===== config.mk =====
export PLATFORM = sky130hd
export DESIGN_NAME = fpu_rr_arbiter
export DESIGN_NICKNAME = d
export VERILOG_FILES = /design/src/rtl/fpu_rr_arbiter.sv
export SDC_FILE = /design/constraint.sdc
export NUM_CORES = 1
export LEC_CHECK = 0
export CAP_MARGIN = 20
export CORE_AREA = 3 3 85 87
export CTS_CLUSTER_DIAMETER = 50
export CTS_CLUSTER_SIZE = 30
export DETAILED_ROUTE_END_ITERATION = 16
export DIE_AREA = 0 0 88 90
export MAX_ROUTING_LAYER = met4
export PLACE_DENSITY = 0.77
export SLEW_MARGIN = 20
export SYNTH_ARGS = -nofsm -noshare
export SYNTH_HDL_FRONTEND = slang
export SYNTH_SLANG_ARGS = --single-unit
export TNS_END_PERCENT = 30

===== constraint.sdc =====
create_clock -name clk_i -period 6.7 [get_ports clk_i]
set_input_delay 1.675 -clock clk_i [delete_from_list [all_inputs] [get_ports clk_i]]
set_output_delay 1.675 -clock clk_i [all_outputs]
set_load 0.02 [all_outputs]

===== src/rtl/fpu_rr_arbiter.sv =====
// rtl/fpu_rr_arbiter.sv - round-robin arbiter sharing one tagged FPU between requesters
//
// Purpose: grants one of NUM_REQ requesters onto a single valid/ready FPU
// input port (round-robin, grant held until accepted), routes each result
// back to its requester by tag, and limits in-flight operations to MAX_OUT.
//
// Ports:
//   clk_i, rst_i        clock, synchronous active-high reset
//   req_valid_i/ready_o per-requester issue handshake
//   req_operands_i      requester r operands at slice r (NUM_OPERANDS*WIDTH each)
//   req_op_i, req_rnd_i per-requester operation code / rounding mode
//   fpu_in_*            granted operation towards the FPU, fpu_tag_o = requester
//   fpu_out_*           FPU result port, fpu_tag_i selects the requester
//   rsp_valid_o/ready_i per-requester result handshake
//   rsp_result_o/status shared result bus
//   busy_o              locked grant or operations in flight
//   err_o               one-cycle pulse on a protocol error
module fpu_rr_arbiter #(
  parameter int NUM_REQ      = 2,
  parameter int WIDTH        = 16,
  parameter int NUM_OPERANDS = 3,
  parameter int OP_W         = 4,
  parameter int MAX_OUT      = 4,
  localparam int ID_W        = $clog2(NUM_REQ),
  localparam int CNT_W       = $clog2(MAX_OUT + 1)
) (
  input  logic                              clk_i,
  input  logic                              rst_i,
  input  logic [NUM_REQ-1:0]                req_valid_i,
  output logic [NUM_REQ-1:0]                req_ready_o,
  input  logic [NUM_REQ*NUM_OPERANDS*WIDTH-1:0] req_operands_i,
  input  logic [NUM_REQ*OP_W-1:0]           req_op_i,
  input  logic [NUM_REQ*3-1:0]              req_rnd_i,
  output logic                              fpu_in_valid_o,
  input  logic                              fpu_in_ready_i,
  output logic [NUM_OPERANDS*WIDTH-1:0]     fpu_operands_o,
  output logic [OP_W-1:0]                   fpu_op_o,
  output logic [2:0]                        fpu_rnd_o,
  output logic [ID_W-1:0]                   fpu_tag_o,
  input  logic                              fpu_out_valid_i,
  output logic                              fpu_out_ready_o,
  input  logic [WIDTH-1:0]                  fpu_result_i,
  input  logic [4:0]                        fpu_status_i,
  input  logic [ID_W-1:0]                   fpu_tag_i,
  output logic [NUM_REQ-1:0]                rsp_valid_o,
  input  logic [NUM_REQ-1:0]                rsp_ready_i,
  output logic [WIDTH-1:0]                  rsp_result_o,
  output logic [4:0]                        rsp_status_o,
  output logic                              busy_o,
  output logic                              err_o
);

  localparam int OPS_W = NUM_OPERANDS * WIDTH;

  localparam logic [0:0] ST_IDLE   = 1'b0;
  localparam logic [0:0] ST_LOCKED = 1'b1;

  logic [0:0]       state;
  logic [ID_W-1:0]  rr_ptr;
  logic [ID_W-1:0]  lock_id;
  logic [CNT_W-1:0] cnt;

  logic            found;
  logic [ID_W-1:0] pick;
  logic [ID_W-1:0] idx_v;
  logic [ID_W-1:0] grant;
  logic            cnt_full;
  logic            lock_drop;
  logic            issue;
  logic            tag_ok;
  logic            retire;
  logic            dec;

  function automatic logic [ID_W-1:0] next_id(input logic [ID_W-1:0] id);
    return (id == ID_W'(NUM_REQ - 1)) ? '0 : id + ID_W'(1);
  endfunction

  // First valid requester scanning upward from rr_ptr with wrap-around.
  always_comb begin
    found = 1'b0;
    pick  = '0;
    idx_v = rr_ptr;
    for (int i = 0; i < NUM_REQ; i++) begin
      if (!found && req_valid_i[idx_v]) begin
        found = 1'b1;
        pick  = idx_v;
      end
      idx_v = next_id(idx_v);
    end
  end

  assign cnt_full  = (cnt == CNT_W'(MAX_OUT));
  assign grant     = (state == ST_LOCKED) ? lock_id : pick;
  // A locked requester that withdraws its request is not issued on its behalf.
  assign lock_drop = (state == ST_LOCKED) && !req_valid_i[lock_id];

  always_comb begin
    fpu_in_valid_o = 1'b0;
    if (!rst_i) begin
      if (state == ST_LOCKED) fpu_in_valid_o = !lock_drop;
      else                    fpu_in_valid_o = found && !cnt_full;
    end
  end

  assign issue = fpu_in_valid_o && fpu_in_ready_i;

  always_comb begin
    req_ready_o = '0;
    if (issue) req_ready_o[grant] = 1'b1;
  end

  assign fpu_operands_o = req_operands_i[int'(grant)*OPS_W +: OPS_W];
  assign fpu_op_o       = req_op_i[int'(grant)*OP_W +: OP_W];
  assign fpu_rnd_o      = req_rnd_i[int'(grant)*3 +: 3];
  assign fpu_tag_o      = grant;

  // Response side: out-of-range tags are swallowed so the FPU never stalls.
  assign tag_ok = (int'(fpu_tag_i) < NUM_REQ);

  always_comb begin
    rsp_valid_o     = '0;
    fpu_out_ready_o = 1'b0;
    if (!rst_i) begin
      if (tag_ok) begin
        rsp_valid_o[fpu_tag_i] = fpu_out_valid_i;
        fpu_out_ready_o        = rsp_ready_i[fpu_tag_i];
      end else begin
        fpu_out_ready_o = 1'b1;
      end
    end
  end

  assign rsp_result_o = fpu_result_i;
  assign rsp_status_o = fpu_status_i;

  assign retire = fpu_out_valid_i && fpu_out_ready_o;
  assign dec    = retire && (cnt != '0);
  assign busy_o = (state == ST_LOCKED) || (cnt != '0);

  always_ff @(posedge clk_i) begin
    if (rst_i) begin
      state   <= ST_IDLE;
      rr_ptr  <= '0;
      lock_id <= '0;
      cnt     <= '0;
      err_o   <= 1'b0;
    end else begin
      err_o <= lock_drop || (retire && (cnt == '0)) || (fpu_out_valid_i && !tag_ok);

      if (issue && !dec)      cnt <= cnt + CNT_W'(1);
      else if (!issue && dec) cnt <= cnt - CNT_W'(1);

      case (state)
        ST_IDLE: begin
          if (issue) begin
            rr_ptr <= next_id(grant);
          end else if (fpu_in_valid_o) begin
            lock_id <= grant;
            state   <= ST_LOCKED;
          end
        end
        ST_LOCKED: begin
          if (lock_drop) begin
            state <= ST_IDLE;
          end else if (issue) begin
            rr_ptr <= next_id(lock_id);
            state  <= ST_IDLE;
          end
        end
        default: state <= ST_IDLE;
      endcase
    end
  end

endmodule


# [After elaboration in Yosys (flattened, before gate mapping)]
# Cells that the tools add are included.
[classes] n_addsub=5 mul=2 order_cmp=7 n_eq_ne=4 shift=3 mux=36 bitwise_logic=3 n_reduce_logical=24
[op_table] cell="$shiftx 96x8->48" count=1
[op_table] cell="$mux 1" count=28
[op_table] cell="$logic_and 1x1->1" count=11
[op_table] cell="$lt 1x2->1 const B" count=5
[op_table] cell="$shiftx 8x4->4" count=1
[op_table] cell="$logic_not 1->1" count=6
[op_table] cell="$mul 1x2->3 const B" count=2
[op_table] cell="$mux 3" count=2
[op_table] cell="$reduce_and 3->1" count=2
[op_table] cell="$shiftx 6x4->3" count=1
[op_table] cell="$mux 2" count=2
[op_table] cell="$ne 2x2->1 const B" count=2
[op_table] cell="$pmux 1 s2" count=2
[op_table] cell="$add 1x1->1 const B" count=3
[op_table] cell="$add 3x1->3 const B" count=1
[op_table] cell="$eq 3x3->1 const B" count=1
[op_table] cell="$logic_not 3->1" count=1
[op_table] cell="$reduce_bool 3->1" count=1
[op_table] cell="$sub 3x1->3 const B" count=1
[op_table] cell="$and 2x2->2" count=1
[op_table] cell="$demux 1 s1" count=2
[op_table] cell="$ge 1x1->1 const B" count=2
[op_table] cell="$logic_or 1x1->1" count=2
[op_table] cell="$ne 2x1->1 const B" count=1
[op_table] cell="other kinds (2)" count=3
[word_totals] ff_bits=7 input_bits=140

# [Logic depth before layout (Yosys ltp)]
# Gate-level depths: netlist (run 1).
[logic_depth] word_depth=14 ltp_mapped=10

# [Worst setup path after synthesis (run 1)]
# OpenSTA, ideal clock, no wires.
[synth_timing] path_kind="input port to output port" start="input req_valid_i[0]" end="output fpu_operands_o[14]" arrival_ps=2688 required_ps=5025 path_slack_ps=2337 path_stages=5 n_path_buf=2 cell_sequence="nor2b_2 o21ai_4 buf_6 buf_6 mux2_4"
[synth_via] elab_chain_cells=9 elab_cells_between_ends=12
[synth_rtl] item="start, declared" line="29" source="input logic [NUM_REQ-1:0] req_valid_i,"
[synth_rtl] item="$mux 1 (not written as such) (2 in series)" line="84" source="if (!found && req_valid_i[idx_v]) begin"
[synth_rtl] item="$mux 1" line="84"
[synth_rtl] item="$logic_not 1->1" line="84"
[synth_rtl] item="$logic_and 1x1->1" line="84"
[synth_rtl] item="$mux 1 *" line="84"
[synth_rtl] item="$mux 1 *" line="93" source="assign grant = (state == ST_LOCKED) ? lock_id : pick;"
[synth_rtl] item="via fpu_tag_o" line="39" source="output logic [ID_W-1:0] fpu_tag_o,"
[synth_rtl] item="$mul 1x2->3 *" line="112" source="assign fpu_operands_o = req_operands_i[int'(grant)*OPS_W +: OPS_W];"
[synth_rtl] item="$shiftx 96x8->48 *" line="112"
[synth_rtl] item="end, declared" line="36" source="output logic [NUM_OPERANDS*WIDTH-1:0] fpu_operands_o,"
# The timed path passes the listed nets; every way through them passes the cells marked *. The select of a mux whose other input is x is not followed.

# [Final worst setup path (run 1)]
[layout_timing] start="input req_valid_i[1]" end="output fpu_op_o[1]"
[layout_via] elab_chain_cells=8 elab_cells_between_ends=11
[layout_rtl] item="$mux 1 (not written as such) (2 in series)" line="84"
[layout_rtl] item="$mux 1" line="84"
[layout_rtl] item="$logic_not 1->1" line="84"
[layout_rtl] item="$logic_and 1x1->1" line="84"
[layout_rtl] item="$mux 1 *" line="84"
[layout_rtl] item="$mux 1 *" line="93"
[layout_rtl] item="$shiftx 8x4->4 *" line="113" source="assign fpu_op_o = req_op_i[int'(grant)*OP_W +: OP_W];"
[layout_rtl] item="end, declared" line="37" source="output logic [OP_W-1:0] fpu_op_o,"
# Mark *: on every way between the ends. The rest lies on a longest branch, timed or not. The select of a mux whose other input is x is not followed.

==> metrics.log, run 1 <==
INFO  metric run_status = finished, final reports clean
INFO  metric r2r_end = cnt[2]$_SDFFE_PP0P_
INFO  metric synth_top_family_by_area = multiplexers
INFO  metric asyncSetResetFlopFracSynth = 0%
INFO  metric tritoncts_clock_tree = done
INFO  metric pre_cts_slack = 1.159 ns
INFO  metric grt.overflow.total = 0
INFO  metric setup_repair_after_global_routing_missed_its_margin = false
INFO  metric synth-simple-area-share = 10.92%
INFO  metric htree_levels = 1
INFO  metric n_antenna_cell = 0
INFO  metric final.setup_skew = 0.004979 ns
INFO  metric synthXorXnorAreaFrac = 1.253%
INFO  metric hold_depth = 2
INFO  metric yosys-mux-area-fraction = 51.92%
INFO  metric worst_ep_arrival_time = 3.86 ns
INFO  metric tcrit_tclk_final = 82.58%
INFO  metric finalHoldViolCount = 0
INFO  metric drive_above_1_share = 22.90%
INFO  metric yosys_warnings = 0
INFO  metric count_of_fill_cells_added_during_filler_insertion = 578
INFO  metric routabilityCongestion = 0.7971
INFO  metric start_kind = input pin
INFO  metric regToRegSetupSlack = 4.42 ns
INFO  metric max_cap_violations = 0
INFO  metric grt_util_all_layers = 14.83%
INFO  metric setup_viol = 0
INFO  metric synth_area = 0.001398 sq mm
INFO  metric power.density_cell_area = 136.4 mW/mm^2
INFO  metric final.setup.tns = 0 ns
INFO  metric synth.avg_cell_area = 10.20 sq um
INFO  metric timing.fmax = 180.7 MHz
INFO  metric detailedRoute.firstIterationViolations = 32
INFO  metric post_cts.resized_instances = 0
INFO  metric antenna_found_initial = 0
INFO  metric die_ht = 90 microns
INFO  metric postSynthRegisterBits = 7
INFO  metric synth_ff_type = sky130_fd_sc_hd__dfxtp_1
INFO  metric cts.repair_timing.setup_buffer_count = 0
INFO  metric timing.critical_path.required = 5.03 ns
INFO  metric io-pin-count = 225
INFO  metric hold_fix_buffer_count_after_cts = 0
INFO  metric vias_per_cell = 4.396
INFO  metric hold_class = reg -> reg
INFO  metric peakVddDrop = 138.2 uV
INFO  metric worst_slack = 1.167 ns
INFO  metric holdCritStartpoint = cnt[2]$_SDFFE_PP0P_
INFO  metric nNetsFinal = 440
INFO  metric std_cell_rows = 29
INFO  metric grt_max_degree = 37
INFO  metric hold_end = cnt[2]$_SDFFE_PP0P_
INFO  metric cts.reportedPaths.clkPinSlew = 0.04 ns
INFO  metric insertion_delay = 0.24 ns
INFO  metric cts.path.max_buffers = 2
INFO  metric tmin_final = 5.533 ns
INFO  metric die_area = 0.007920 sq mm
INFO  metric syn2layout_area_growth = 125.7%
INFO  metric global_route_wire_length_before_repair = 9142 microns
INFO  metric core-area = 0.006422 sq mm
INFO  metric worst-slew-pin-transition = 0.4790 ns
INFO  metric drtAntennaViolNets = 0
INFO  metric cts.root.buffer_cell = sky130_fd_sc_hd__clkbuf_8
INFO  metric synth_top_area_cell = sky130_fd_sc_hd__mux2_2
INFO  metric route.vias.total = 1644
INFO  metric ff2ff_path_depth = 9
INFO  metric synth_enable_flop_cells = 0
INFO  metric synth_top_cell_area_share = 32.23%
INFO  metric portBuffers = 182
INFO  metric post_synthesis_compound_gate_area_fraction = 6.356%
INFO  metric gate_count_after_technology_mapping = 137
INFO  metric static-leakage-power = 1.216 nW
INFO  metric tritoncts.num_buffers = 3
INFO  metric synth_area_in_adders = 2.328%
INFO  metric first_global_vias = 1708
INFO  metric chipWidth = 88 microns
INFO  metric drt_drc_violations_left = 0
INFO  metric timing.setup.critical_path_class = in -> out
INFO  metric r2r-start = state$_SDFF_PP0_
INFO  metric dp_hpwl = 5358 microns
INFO  metric setup.worst_path.start = req_valid_i[1]
INFO  metric drt-pass1-iter-count = 3
INFO  metric floorplan.initialDensity = 21.76%
INFO  metric clkSinkCount = 7
INFO  metric ys_seq_area_share = 10.03%
INFO  metric synthTopCellsByArea = sky130_fd_sc_hd__mux2_2 32%, sky130_fd_sc_hd__mux2_4 18%, sky130_fd_sc_hd__buf_4 13%
INFO  metric detail_route.wl_per_cell = 16.62 microns
INFO  metric routed_wire_length = 6217 microns
INFO  metric endpoint_kind = output port
INFO  metric timing.critical_path.fanout_max = 36
INFO  metric slew_headroom = 68.07%
INFO  metric maxSlewViolCount = 0
INFO  metric synth_fp_nets = 279
INFO  metric ys_types = 32
per-stage QoR:
step | total power, W | hold WS [ns] | util, % | cell area (sq um) | std cells
2_1_floorplan | 0.0002322 | 0.4630 | - | 1398 | 137
3_3_place_gp | 0.0003665 | 0.4778 | 48.41 | 3109 | 370
3_5_place_dp | 0.0003699 | 0.5048 | 48.41 | 3109 | 370
4_1_cts | 0.0004350 | 0.5127 | 49.11 | 3154 | 374
5_1_grt | 0.0004559 | 0.5901 | 49.11 | 3154 | 374
6_report | 0.0004304 | 0.5065 | 49.11 | 3154 | 374
synthesized netlist by cell type (all sizes together), types with 2 or more instances:
| cell type | n |
|---|---|
| nor2 | 10 |
| or3 | 2 |
| buf | 27 |
| dfxtp | 7 |
| xor2 | 2 |
| inv | 5 |
| mux2i | 2 |
| nand2 | 2 |
| nor2b | 4 |
| o21ai | 2 |
| mux2 | 57 |
| nand2b | 3 |
metal layers:
metal / global-route usage, % / vias up / wire length [microns]
li1: - / 786 / -
met3: 3.839 / 6 / 605
met2: 26.70 / 100 / 3235
met5: - / - / 0
met4: 3.325 / 0 / 59
met1: 16.00 / 752 / 2316
worst max-delay path by stage:
stage / endpoint / slack, ns
2_1_floorplan: fpu_operands_o[14] / 2.34
3_3_place_gp: fpu_op_o[1] / 1.20
3_5_place_dp: fpu_op_o[1] / 1.16
4_1_cts: fpu_op_o[1] / 1.16
5_1_grt: fpu_operands_o[21] / 1.10
6_report: fpu_op_o[1] / 1.17
cells in the final DEF (no fill, tap or decap):
cell type	synthesis	layout
sky130_fd_sc_hd__o21ai_0	1	1
sky130_fd_sc_hd__dfxtp_1	7	7
sky130_fd_sc_hd__nand4_1	1	1
sky130_fd_sc_hd__nand4b_1	1	1
sky130_fd_sc_hd__clkdlybuf4s50_1	0	182
sky130_fd_sc_hd__a21oi_1	1	1
sky130_fd_sc_hd__buf_4	24	2
sky130_fd_sc_hd__o21ai_4	1	1
sky130_fd_sc_hd__clkbuf_1	1	1
sky130_fd_sc_hd__fa_1	1	1
sky130_fd_sc_hd__a32oi_4	1	1
sky130_fd_sc_hd__nand2_1	2	2
sky130_fd_sc_hd__xor2_1	2	2
sky130_fd_sc_hd__mux2i_1	2	2
sky130_fd_sc_hd__mux2_4	17	17
sky130_fd_sc_hd__or2_2	1	1
sky130_fd_sc_hd__or3_1	2	2
sky130_fd_sc_hd__nor2b_2	1	1
sky130_fd_sc_hd__and3b_1	1	1
sky130_fd_sc_hd__o211ai_1	1	1
sky130_fd_sc_hd__nor2_1	10	10
sky130_fd_sc_hd__clkbuf_8	0	3
sky130_fd_sc_hd__a311oi_1	1	1
sky130_fd_sc_hd__inv_1	5	5
sky130_fd_sc_hd__o2bb2ai_1	1	1
sky130_fd_sc_hd__nand2b_4	1	1
sky130_fd_sc_hd__nor2b_1	3	3
sky130_fd_sc_hd__nand2b_1	2	2
sky130_fd_sc_hd__ha_1	1	1
sky130_fd_sc_hd__mux2_2	40	40
sky130_fd_sc_hd__or3b_4	1	1
sky130_fd_sc_hd__o32a_1	1	1
critical path, cell delays in order:
cell and delay [ns]:
sky130_fd_sc_hd__clkdlybuf4s50_1 0.56, sky130_fd_sc_hd__nand2b_4 0.08, sky130_fd_sc_hd__o21ai_4 0.12, sky130_fd_sc_hd__buf_4 0.42
sky130_fd_sc_hd__mux2_2 0.42, sky130_fd_sc_hd__clkdlybuf4s50_1 0.55
cell families after synthesis:
| kind of cell | Yosys count |
|---|---|
| AOI/OAI and AO/OA | 8 |
| xor gates and xnor gates | 2 |
| muxes | 59 |
| adders and majority gates | 2 |
| buffers and inverters | 33 |
| DFF | 7 |
| and+or+nand+nor | 26 |
flip-flops by register name (all words and copies together), names as in the netlist:
name and cells:
cnt 3, err_o 1, lock_id 1, rr_ptr 1
state 1
cell type report:
type,instances,area [sq um],area share (%)
repair buffers,184,1837,58.23
well taps,77,96.34,3.054
flip-flops and latches,7,140.1,4.443
clock buffers,4,45.04,1.428
inverters,5,18.77,0.5950
multi-input cells,97,1017,32.25
power by group:
part	internal, W	total, W	switching [W]
logic	0.000190	0.000315	0.000125
clock network	0.0000414	0.0000626	0.0000212
registers	0.0000474	0.0000532	0.00000574
Note: power is estimated with default switching activity, not from simulation.
==> run 2, diff against run 1 <==
--- a/config.mk
+++ b/config.mk
@@ -6,13 +6,14 @@
 export NUM_CORES = 1
 export LEC_CHECK = 0
 export CAP_MARGIN = 20
-export CORE_AREA = 3 3 85 87
+export CORE_ASPECT_RATIO = 0.75
+export CORE_MARGIN = 3
+export CORE_UTILIZATION = 23
 export CTS_CLUSTER_DIAMETER = 50
 export CTS_CLUSTER_SIZE = 30
 export DETAILED_ROUTE_END_ITERATION = 16
-export DIE_AREA = 0 0 88 90
 export MAX_ROUTING_LAYER = met4
-export PLACE_DENSITY = 0.77
+export PLACE_DENSITY = 0.83
 export SLEW_MARGIN = 20
 export SYNTH_ARGS = -nofsm -noshare
 export SYNTH_HDL_FRONTEND = slang
==> constraint.sdc (replaced) <==
create_clock -name clk_i -period 5.57 [get_ports clk_i]
set_input_delay 1.3925 -clock clk_i [delete_from_list [all_inputs] [get_ports clk_i]]
set_output_delay 1.3925 -clock clk_i [all_outputs]
set_load 0.02 [all_outputs]
==> metrics.log, run 2 (synthesis results as in run 1) <==
INFO  metric power.density_cell_area = 162.6 mW/mm^2 (was 136.4 mW/mm^2)
INFO  metric max_cap_violations = 0 (unchanged)
INFO  metric n_antenna_cell = 0 (unchanged)
INFO  metric routed_wire_length = 5477 microns (was 6217 microns)
INFO  metric count_of_fill_cells_added_during_filler_insertion = 503 (was 578)
INFO  metric endpoint_kind = output port (unchanged)
INFO  metric largest_register = cnt (unchanged)
INFO  metric grt_util_all_layers = 14.37% (was 14.83%)
INFO  metric cts.repair_timing.setup_buffer_count = 0 (unchanged)
INFO  metric dp_hpwl = 4837 microns (was 5358 microns)
INFO  metric switchingPower = 0.0001778 W (was 0.0001518 W)
INFO  metric swShare = 34.68% (was 35.26%)
INFO  metric post-route-util = 56.17% (was 49.11%)
INFO  metric combinational_power_share = 73.5% (was 73.1%)
INFO  metric die_area = 0.007058 sq mm (was 0.007920 sq mm)
INFO  metric drt_drc_violations_left = 0 (unchanged)
INFO  metric io-pin-count = 225 (unchanged)
INFO  metric cts.reportedPaths.clkPinSlew = 0.04 ns (about the same)
INFO  metric leading_cell_types_in_the_layout_fill_and_taps_excluded = 182 x sky130_fd_sc_hd__clkdlybuf4s50_1, 40 x sky130_fd_sc_hd__mux2_2, 17 x sky130_fd_sc_hd__mux2_4 (unchanged)
INFO  metric seq_power_share = 12.4% (about the same)
INFO  metric htree_levels = 1 (unchanged)
INFO  metric power_report.internal_total = 0.0003348 W (was 0.0002786 W)
INFO  metric grt.overflow.total = 0 (unchanged)
INFO  metric topRoutingLayerUsed = met4 (unchanged)
INFO  metric nNetsFinal = 440 (unchanged)
INFO  metric cts.path.max_buffers = 2 (unchanged)
INFO  metric setup_repair_after_global_routing_missed_its_margin = false (unchanged)
INFO  metric final.setup_skew = 0.0008861 ns (was 0.004979 ns)
INFO  metric finalHoldViolCount = 0 (unchanged)
INFO  metric std_cell_rows = 23 (was 29)
INFO  metric first_global_vias = 1598 (was 1708)
INFO  metric tritoncts.num_buffers = 3 (unchanged)
INFO  metric route.met3.wl = 620 microns (was 605 microns)
INFO  metric slew_headroom = 72.00% (was 68.07%)
INFO  metric core-area = 0.005612 sq mm (was 0.006422 sq mm)
INFO  metric hold_class = reg -> reg (unchanged)
INFO  metric wirelength_met1 = 2025 microns (was 2316 microns)
INFO  metric chipWidth = 96.01 microns (was 88 microns)
INFO  metric timing.critical_path.required = 4.18 ns (was 5.03 ns)
INFO  metric tcrit_tclk_final = 88.14%
INFO  metric antenna_found_initial = 0 (unchanged)
INFO  metric peakVddDrop = 130.2 uV (was 138.2 uV)
INFO  metric clkSinkCount = 7 (unchanged)
INFO  metric drt-pass1-iter-count = 4 (was 3)
INFO  metric drtAntennaViolNets = 0 (unchanged)
INFO  metric drive_above_1_share = 22.90% (unchanged)
INFO  metric routabilityCongestion = 0.7668 (was 0.7971)
INFO  metric met2_wirelength = 2749 microns (was 3235 microns)
INFO  metric insertion_delay = 0.23 ns (was 0.24 ns)
INFO  metric most_common_cell_after_layout_fill_and_taps_aside = sky130_fd_sc_hd__clkdlybuf4s50_1 (unchanged)
INFO  metric detailedRoute.firstIterationViolations = 8 (was 32)
INFO  metric setup_viol = 0 (unchanged)
INFO  metric post_cts.resized_instances = 0 (unchanged)
INFO  metric worst_ep_arrival_time = 3.52 ns (was 3.86 ns)
INFO  metric power_frac_clock = 14.0% (was 14.5%)
INFO  metric tritoncts_clock_tree = done (unchanged)
INFO  metric maxSlewViolCount = 0 (unchanged)
INFO  metric timing.setup.critical_path_class = in -> out (unchanged)
INFO  metric syn2layout_area_growth = 125.5% (was 125.7%)
INFO  metric run_status = finished, final reports clean (unchanged)
INFO  metric static-leakage-power = 1.216 nW (unchanged)
INFO  metric tmin_final = 4.910 ns
INFO  metric timing.critical_path.fanout_max = 33 (was 36)
INFO  metric detail_route.wl_per_cell = 14.72 microns (was 16.62 microns)
INFO  metric worst-slew-pin-transition = 0.4201 ns (was 0.4790 ns)
INFO  metric route.vias.total = 1641 (was 1644)
INFO  metric vias_per_cell = 4.411 (was 4.396)
INFO  metric timing.fmax = 203.7 MHz
INFO  metric global_route_wire_length_before_repair = 7734 microns (was 9142 microns)
INFO  metric grt_max_degree = 34 (was 37)
INFO  metric final.setup.tns = 0 ns (unchanged)
INFO  metric largest_register_ffs = 3 (unchanged)
INFO  metric die_ht = 73.51 microns (was 90 microns)
INFO  metric hold_fix_buffer_count_after_cts = 0 (unchanged)
INFO  metric portBuffers = 182 (unchanged)
INFO  metric cts.root.buffer_cell = sky130_fd_sc_hd__clkbuf_8 (unchanged)
INFO  metric start_kind = input pin (unchanged)
INFO  metric floorplan.initialDensity = 24.91% (was 21.76%)
[run 2: cell counts in the layout (fill, tap and decap cells not counted)]
Identical to the previous run, type by type.
[run 2: per-layer routing]
metal  track usage (%)  vias up
met5                 -        -
met4             4.416        0
met3             3.787        9
met2             24.79      110
met1             16.22      739
li1                  -      783
[run 2: worst paths after layout]
kind	slack [ns]	cells after the start	from	end
worst max-delay path	0.66	6	req_valid_i[0]	fpu_op_o[2]
worst min-delay path	0.50	2	cnt[2]$_SDFFE_PP0P_	cnt[2]$_SDFFE_PP0P_
worst max register to register	3.29	9	state$_SDFF_PP0_	cnt[2]$_SDFFE_PP0P_
worst min register to register	0.50	2	cnt[2]$_SDFFE_PP0P_	cnt[2]$_SDFFE_PP0P_
[run 2: metrics by stage]
step | area (sq um) | setup slack (ns) | cells | power [W] | hold slack (ns)
after floorplan | 1398 | 1.772 | 137 | 0.0002793 | 0.4630
after global placement | 3107 | 0.6646 | 368 | 0.0004397 | 0.4798
after detailed placement | 3107 | 0.6372 | 368 | 0.0004448 | 0.4929
after CTS | 3152 | 0.6277 | 372 | 0.0005209 | 0.5050
after global routing | 3152 | 0.5568 | 372 | 0.0005439 | 0.5385
final | 3152 | 0.6604 | 372 | 0.0005126 | 0.5010
[run 2: worst max-delay path: stages]
cell	delay, ns
sky130_fd_sc_hd__clkdlybuf4s50_1	0.43
sky130_fd_sc_hd__nor2b_2	0.19
sky130_fd_sc_hd__o21ai_4	0.14
sky130_fd_sc_hd__buf_4	0.39
sky130_fd_sc_hd__mux2_2	0.41
sky130_fd_sc_hd__clkdlybuf4s50_1	0.55
[run 2: power groups by stage]
stage	combinational (W)	sequential [W]	clock (W)
final	0.000377	0.0000638	0.0000719
after global routing	0.000401	0.0000650	0.0000783
after CTS	0.000382	0.0000639	0.0000746
after detailed placement	0.000380	0.0000644	0
after global placement	0.000376	0.0000641	0
after floorplan	0.000216	0.0000636	0
[run 2: cell type report]
| class | count | area [sq um] | area share (%) |
|---|---|---|---|
| Clock buffer | 4 | 45.04 | 1.429 |
| Multi-Input combinational cell | 97 | 1017 | 32.27 |
| Inverter | 5 | 18.77 | 0.5955 |
| Tap cell | 75 | 93.84 | 2.977 |
| Timing Repair Buffer | 184 | 1837 | 58.28 |
| Sequential cell | 7 | 140.1 | 4.446 |
==> run 3, diff against run 2 <==
--- a/config.mk
+++ b/config.mk
@@ -9,7 +9,6 @@
 export CORE_ASPECT_RATIO = 0.75
 export CORE_MARGIN = 3
 export CORE_UTILIZATION = 23
-export CTS_CLUSTER_DIAMETER = 50
 export CTS_CLUSTER_SIZE = 30
 export DETAILED_ROUTE_END_ITERATION = 16
 export MAX_ROUTING_LAYER = met4
==> results of run 3 <==
The final DEF is identical to that of run 2; final timing and power are the same.
